===== config.mk =====
export PLATFORM = sky130hd
export DESIGN_NAME = sync_fifo_flat
export DESIGN_NICKNAME = d
export VERILOG_FILES = /design/src/rtl/sync_fifo_if.sv /design/src/rtl/sync_fifo.sv /design/src/flat_wrapper.sv
export SDC_FILE = /design/constraint.sdc
export NUM_CORES = 1
export LEC_CHECK = 0
export ABC_AREA = 1
export BUFFER_PORTS_ARGS = -buffer_cell sky130_fd_sc_hd__buf_4
export CORE_MARGIN = 2
export CORE_UTILIZATION = 29
export CTS_CLUSTER_DIAMETER = 40
export DETAILED_ROUTE_END_ITERATION = 10
export SYNTH_ARGS = -nofsm -noshare
export SYNTH_HDL_FRONTEND = slang
export SYNTH_SLANG_ARGS = --single-unit

===== constraint.sdc =====
create_clock -name clk -period 3.95 [get_ports clk]
set_input_delay 0.395 -clock clk [delete_from_list [all_inputs] [get_ports clk]]
set_output_delay 0.395 -clock clk [all_outputs]
set_load 0.03 [all_outputs]

===== src/rtl/sync_fifo_if.sv =====
// Handshake and data bundle between a FIFO user (master) and sync_fifo (slave).
interface sync_fifo_if #(
    parameter int unsigned WIDTH = 8
);
    logic             wr_en_i;
    logic             rd_en_i;
    logic [WIDTH-1:0] write_data_i;
    logic             full_o;
    logic             empty_o;
    logic [WIDTH-1:0] read_data_o;

    modport master (
        output wr_en_i,
        output rd_en_i,
        output write_data_i,
        input  full_o,
        input  empty_o,
        input  read_data_o
    );

    modport slave (
        input  wr_en_i,
        input  rd_en_i,
        input  write_data_i,
        output full_o,
        output empty_o,
        output read_data_o
    );
endinterface


===== src/rtl/sync_fifo.sv =====
// Single-clock circular-buffer FIFO. DEPTH must be a power of two (>= 4);
// one slot is kept free so full and empty are distinguishable from the
// pointers alone, giving a usable capacity of DEPTH-1 words. Read data is
// registered and appears one cycle after an accepted read.
module sync_fifo #(
    parameter int unsigned DEPTH = 8,
    parameter int unsigned WIDTH = 8
) (
    input  logic        clk,
    input  logic        rst,
    sync_fifo_if.slave  bus
);
    localparam int unsigned AW = $clog2(DEPTH);

    logic [WIDTH-1:0] r_mem [DEPTH];
    logic [AW-1:0]    r_wr_ptr;
    logic [AW-1:0]    r_rd_ptr;
    logic [WIDTH-1:0] r_read_data;

    logic [AW-1:0]    w_wr_ptr_nxt;
    logic [AW-1:0]    w_rd_ptr_nxt;
    logic             w_full;
    logic             w_empty;
    logic             w_wr_acc;
    logic             w_rd_acc;

    // Status flags and accept decisions, derived purely from the pointers.
    always_comb begin
        w_wr_ptr_nxt = r_wr_ptr + AW'(1);
        w_rd_ptr_nxt = r_rd_ptr + AW'(1);
        w_full       = (w_wr_ptr_nxt == r_rd_ptr);
        w_empty      = (r_wr_ptr == r_rd_ptr);
        w_wr_acc     = bus.wr_en_i && !w_full;
        w_rd_acc     = bus.rd_en_i && !w_empty;
    end

    // Storage array; not reset, stale contents are unreachable after reset.
    always_ff @(posedge clk) begin
        if (!rst && w_wr_acc) begin
            r_mem[r_wr_ptr] <= bus.write_data_i;
        end
    end

    // Write pointer: advances on each accepted write, wraps modulo DEPTH.
    always_ff @(posedge clk) begin
        if (rst) begin
            r_wr_ptr <= '0;
        end else if (w_wr_acc) begin
            r_wr_ptr <= w_wr_ptr_nxt;
        end
    end

    // Read pointer and registered read data: update only on accepted reads.
    always_ff @(posedge clk) begin
        if (rst) begin
            r_rd_ptr    <= '0;
            r_read_data <= '0;
        end else if (w_rd_acc) begin
            r_rd_ptr    <= w_rd_ptr_nxt;
            r_read_data <= r_mem[r_rd_ptr];
        end
    end

    assign bus.full_o      = w_full;
    assign bus.empty_o     = w_empty;
    assign bus.read_data_o = r_read_data;
endmodule


===== src/flat_wrapper.sv =====
// flat-port wrapper written by rule: the top's interface ports become plain ports
module sync_fifo_flat 
#(
    parameter int unsigned DEPTH = 8,
    parameter int unsigned WIDTH = 8
)
  (clk, rst, bus_wr_en_i, bus_rd_en_i, bus_write_data_i, bus_full_o, bus_empty_o, bus_read_data_o);
  sync_fifo_if #(.WIDTH(WIDTH)) bus_i ();
  input  logic clk;
  input  logic rst;
  input wire logic [$bits(bus_i.wr_en_i)-1:0] bus_wr_en_i;
  input wire logic [$bits(bus_i.rd_en_i)-1:0] bus_rd_en_i;
  input wire logic [$bits(bus_i.write_data_i)-1:0] bus_write_data_i;
  output wire logic [$bits(bus_i.full_o)-1:0] bus_full_o;
  output wire logic [$bits(bus_i.empty_o)-1:0] bus_empty_o;
  output wire logic [$bits(bus_i.read_data_o)-1:0] bus_read_data_o;
  assign bus_i.wr_en_i = bus_wr_en_i;
  assign bus_i.rd_en_i = bus_rd_en_i;
  assign bus_i.write_data_i = bus_write_data_i;
  assign bus_full_o = bus_i.full_o;
  assign bus_empty_o = bus_i.empty_o;
  assign bus_read_data_o = bus_i.read_data_o;
  sync_fifo #(.DEPTH(DEPTH), .WIDTH(WIDTH)) u_core (.clk(clk), .rst(rst), .bus(bus_i));
endmodule

# Word-level counts from Yosys, hierarchy flattened

Memories as Yosys holds them, arrays and structs flattened. A register that Yosys moved wholly into a read port is not among the register bits.
Index checks and enable logic that the tools add are counted.

Register bits: 6
Memories: 1
Word-level logic and storage cells: 15
Output and inout bits: 10
Bits in writable memories: 64
Bits of input ports: 12

Reduce and logical (&&, ||, !) cells: 6
Add/sub/neg operators: 2
Equality and inequality tests: 2
Muxes and demuxes: 2

Memories:

| name         | depth | bits a word | rd ports | clocked after memory_dff | write ports | line            | text |
|---|---|---|---|---|---|---|---|
| u_core.r_mem | 8     | 8           | 1        | 1                        | 1           | sync_fifo.sv:15 | `logic [WIDTH-1:0] r_mem [DEPTH];` |

Operators by type and width:

| kind                                        | count |
|---|---|
| adder 3 x 1 -> 3 bit, second input constant | 2 |
| == test 3 bit                               | 2 |
| logical AND 1 bit                           | 3 |
| zero test 1 bit                             | 3 |
| two-way mux 1 bit                           | 2 |

# Depth between registers and ports, before layout

Depth in word-level cells: 7
Gate-level depth with buffers: 10
Gate-level depth less buffers: 8

# Least setup slack after synthesis

OpenSTA, ideal clock, no wires.

Kind: register to register
From: register u_core.r_wr_ptr[1]
To: memory u_core.r_mem[6][0], enable pin
Path slack: 1933 ps
Required time: 3567 ps
Stages on the path, launching flop included: 6
Setup time: 383 ps
Path buffers: 0
Arrival time: 1634 ps
Cells stage by stage: dfxtp_1 ha_1 xnor2_1 nand3_4 nand2_1 nor3_1

Longest elaborated chain between the ends: 7

Ends and longest elaborated chain:

| what                                    | line            | text |
|---|---|---|
| start, declared                         | sync_fifo.sv:16 | `logic [AW-1:0] r_wr_ptr;` |
| start signal, assigned                  | sync_fifo.sv:49 | `r_wr_ptr <= w_wr_ptr_nxt;` |
| adder 3 x 1 -> 3 bit                    | sync_fifo.sv:29 | `w_wr_ptr_nxt = r_wr_ptr + AW'(1);` |
| named net u_core.w_wr_ptr_nxt[1]        | sync_fifo.sv:20 | `logic [AW-1:0] w_wr_ptr_nxt;` |
| == test 3 bit                           | sync_fifo.sv:31 | `w_full = (w_wr_ptr_nxt == r_rd_ptr);` |
| zero test 1 bit                         | sync_fifo.sv:33 | `w_wr_acc = bus.wr_en_i && !w_full;` |
| logical AND 1 bit                       | sync_fifo.sv:33 |  |
| logical AND 1 bit                       | sync_fifo.sv:39 | `if (!rst && w_wr_acc) begin` |
| two-way mux 1 bit                       | sync_fifo.sv:39 |  |
| two-way mux 1 bit (implied by the code) | sync_fifo.sv:40 | `r_mem[r_wr_ptr] <= bus.write_data_i;` |
| end, declared                           | sync_fifo.sv:15 |  |

The timed path passes the listed nets, and every way through them passes these cells.

# Worst setup path in the final report

From: register u_core.r_wr_ptr[0]
To: memory u_core.r_mem[0][6], enable pin

Same word-level chain as after synthesis.

==> out/results.txt <==
Setup Skew -> 0.00721 ns
Max-Cap Viols -> 0
Post_cts resized -> 0
Run status -> complete, no violations
Clock transition at path regs -> 0.06 ns
Global route overflow -> 0
Postcts setup bufs -> 0
Placement Setup Slack -> 1.35 ns
Post-Synthesis Cells -> 384
Post-Layout Cell Count -> 576
Final worst-path cycle share -> 0.659
Commonest non-fill, non-tap cell in the layout -> nand2_1
Pin count of the biggest net entering global routing -> 36
Ys Warns -> 0
Fmax -> 384 MHz
Net Switching -> 0.790 mW
WL final -> 8060 µm
Critical-path top delay cell -> nor3_1
Final Core Density -> 0.346
Clk buf depth -> 2
Number of top-level pins -> 22
PD cells -> 588 nW/µm²
Syn nets -> 398
Placed Cells -> 560
RSZ-0062 raised after global routing -> false
Endpoints failing hold -> 0
Crit Path Category -> reg -> reg
HP Class -> in -> reg
Clk_lat worst skew -> 0.33 ns
Row Count -> 40
Number of buffers inserted by port buffering -> 21
Worst-margin pin slew -> 1.18 ns
Setup crit end kind -> flip-flop
Slew headroom -> 0.206
Setup total negative slack -> 0 ns
Critical Path End -> u_core.r_mem[0][6]
GPL Wtd Cong -> 0.880
R2r startpoint -> u_core.r_wr_ptr[0]
Overall power -> 2.45 mW
Vias in the first global route -> 2549
1st-iter DRT viols -> 188
Net Sw Frac -> 0.322
Post-synthesis sequential area ratio -> 0.611
NumNets Final -> 417
GRT Total Usage -> 0.134
Setup slack, reg-to-reg -> 1.35 ns
Core ar. -> 12100 µm²
Die Y-Extent -> 115 µm
DRC Markers -> 0
CTS root buf -> clkbuf_16
Vias post-DR -> 2481
Hold buffers post-CTS -> 0
Starting density of the core -> 0.299
WL per Instance -> 14.0 µm
Routed Antenna Nets -> 0
Drt pass-1 iters -> 4
Comb pwr share -> 0.261
First-pass GRT wire length -> 13300 µm
Cell Area, Synth -> 3600 µm²
CTS tree -> built
CP peak stage delay -> 0.91 ns
Distinct cells, synth -> 24
Final Max Tran Viols -> 0
Number of synthesized flops with an enable pin -> 64
Reg-to-reg endpoint -> u_core.r_mem[0][6]
Ys async rst share -> 0
Flops & latches, synth -> 78
Antenna violations before repair -> 0
R2r worst-path depth -> 5
Cell internal pwr -> 1.66 mW
Leak pwr -> 1.84 nW
Critical path origin -> u_core.r_wr_ptr[0]
Layout cells sized above 1 -> 0.154
TritonCTS sink count -> 78
Post-DP HPWL -> 5590 µm
Total Die Area -> 13300 µm²
Area Growth Syn to Fin -> 15.8%
Fillcell total -> 1220
Most frequent cells in the layout -> nand2_1 (129), inv_1 (71), edfxtp_1 (64), nand3_1 (40), buf_4 (23)
Ant. Diodes -> 0
DR vias/cell -> 4.31
Die Width -> 115 µm
Max FO, Critical Path -> 9
# setup viols final -> 0
CTS Buf Count -> 9
CP arrival -> 2.54 ns
Avg Inst Size Synth -> 9.39 µm²
Clock share of power -> 0.330
H-tree levels -> 3
Cells along the critical path -> ha_1 -> xnor2_1 -> nand3_4 -> nand2_1 -> nor3_1
Worst VDD drop -> 0.000237 V
CP Data Required Time -> 3.89 ns
Most used DFF post-synth -> edfxtp_1
Final worst slack -> 1.35 ns
Sequential power share -> 0.409
Fin crit period -> 2.60 ns
Setup crit start kind -> flip-flop
worst max-delay path: cells and delay by family (launching register included):
family	cells	cell delay (ns)
simple gates	3	1.18
flops	1	0.52
fa+ha+maj	1	0.33
xor+xnor	1	0.18
layout make-up:
type                            instances  area, µm²  area share
Sequential cell                        78       2200       0.528
Clock inverter                          4       47.5      0.0114
Inverter                               77        297      0.0711
Clock buffer                           12        246      0.0591
Tap cell                              168        210      0.0504
Multi-Input combinational cell        214        997       0.239
Timing Repair Buffer                   23        173      0.0414
cell families (layout without fill, tap and decap cells):
kind of cell               count (synthesis)  count (layout)  synth area share
AOI/OAI and AO/OA                         16              16            0.0305
adders and majority gates                  2               2           0.00694
and+or+nand+nor                          193             193             0.232
DFF                                       78              78             0.611
buffers and inverters                     92             116             0.112
xor gates and xnor gates                   3               3           0.00729
Yosys cell counts, types with 2 or more instances:
library cell | count | area share
nand2_1 | 129 | 0.13
inv_1 | 71 | 0.074
edfxtp_1 | 64 | 0.53
nand3_1 | 40 | 0.056
dfxtp_1 | 14 | 0.078
buf_2 | 11 | 0.015
nand2_2 | 9 | 0.016
a21oi_2 | 8 | 0.019
nor2_1 | 7 | 0.0073
a21oi_1 | 6 | 0.0083
nor3_1 | 4 | 0.0056
buf_6 | 3 | 0.0094
inv_2 | 3 | 0.0031
ha_1 | 2 | 0.0069
nand3_2 | 2 | 0.0056
o21ai_0 | 2 | 0.0028
xnor2_1 | 2 | 0.0049
worst min path at each step:
stage                                           end                       from  cells past startpoint
final                     u_core.bus.read_data_o[7]                        rst                      2
after floorplan                  u_core.r_mem[0][0]        bus_write_data_i[0]                      0
after detailed placement  u_core.bus.read_data_o[0]  u_core.bus.read_data_o[0]                      2
after global routing             u_core.r_mem[7][2]        bus_write_data_i[2]                      1
after global placement    u_core.bus.read_data_o[1]  u_core.bus.read_data_o[1]                      2
after CTS                 u_core.bus.read_data_o[7]                        rst                      2
metal layers:
layer	up-vias	routed length, µm	global-route usage	part of all wire
met5	-	0	0	0
met4	0	259	0.0635	0.032
met2	91	3760	0.220	0.47
met1	1133	3440	0.161	0.43
met3	19	605	0.0397	0.075
li1	1238	-	-	-
per-stage QoR:
stage	cell area (µm²)	hold WS (ns)
4_1_cts	4170	0.329
3_5_place_dp	3880	0.467
2_1_floorplan	3600	0.494
6_report	4170	0.328
3_3_place_gp	3880	0.463
5_1_grt	4170	0.338
power by group through the flow:
stage	Sequential, mW	Combinational [mW]	Clock (mW)
after CTS	1.00	0.639	0.826
after detailed placement	1.02	0.636	0
after global placement	1.02	0.634	0
after floorplan	1.04	0.465	0
after global routing	1.01	0.723	0.862
final	1.00	0.640	0.810
flip-flops by register name, summed over array words and instances (netlist names):
name,flops
u_core.bus.read_data_o,8
u_core.r_mem,64
u_core.r_rd_ptr,3
u_core.r_wr_ptr,3
(Power assumes the default switching activity.)
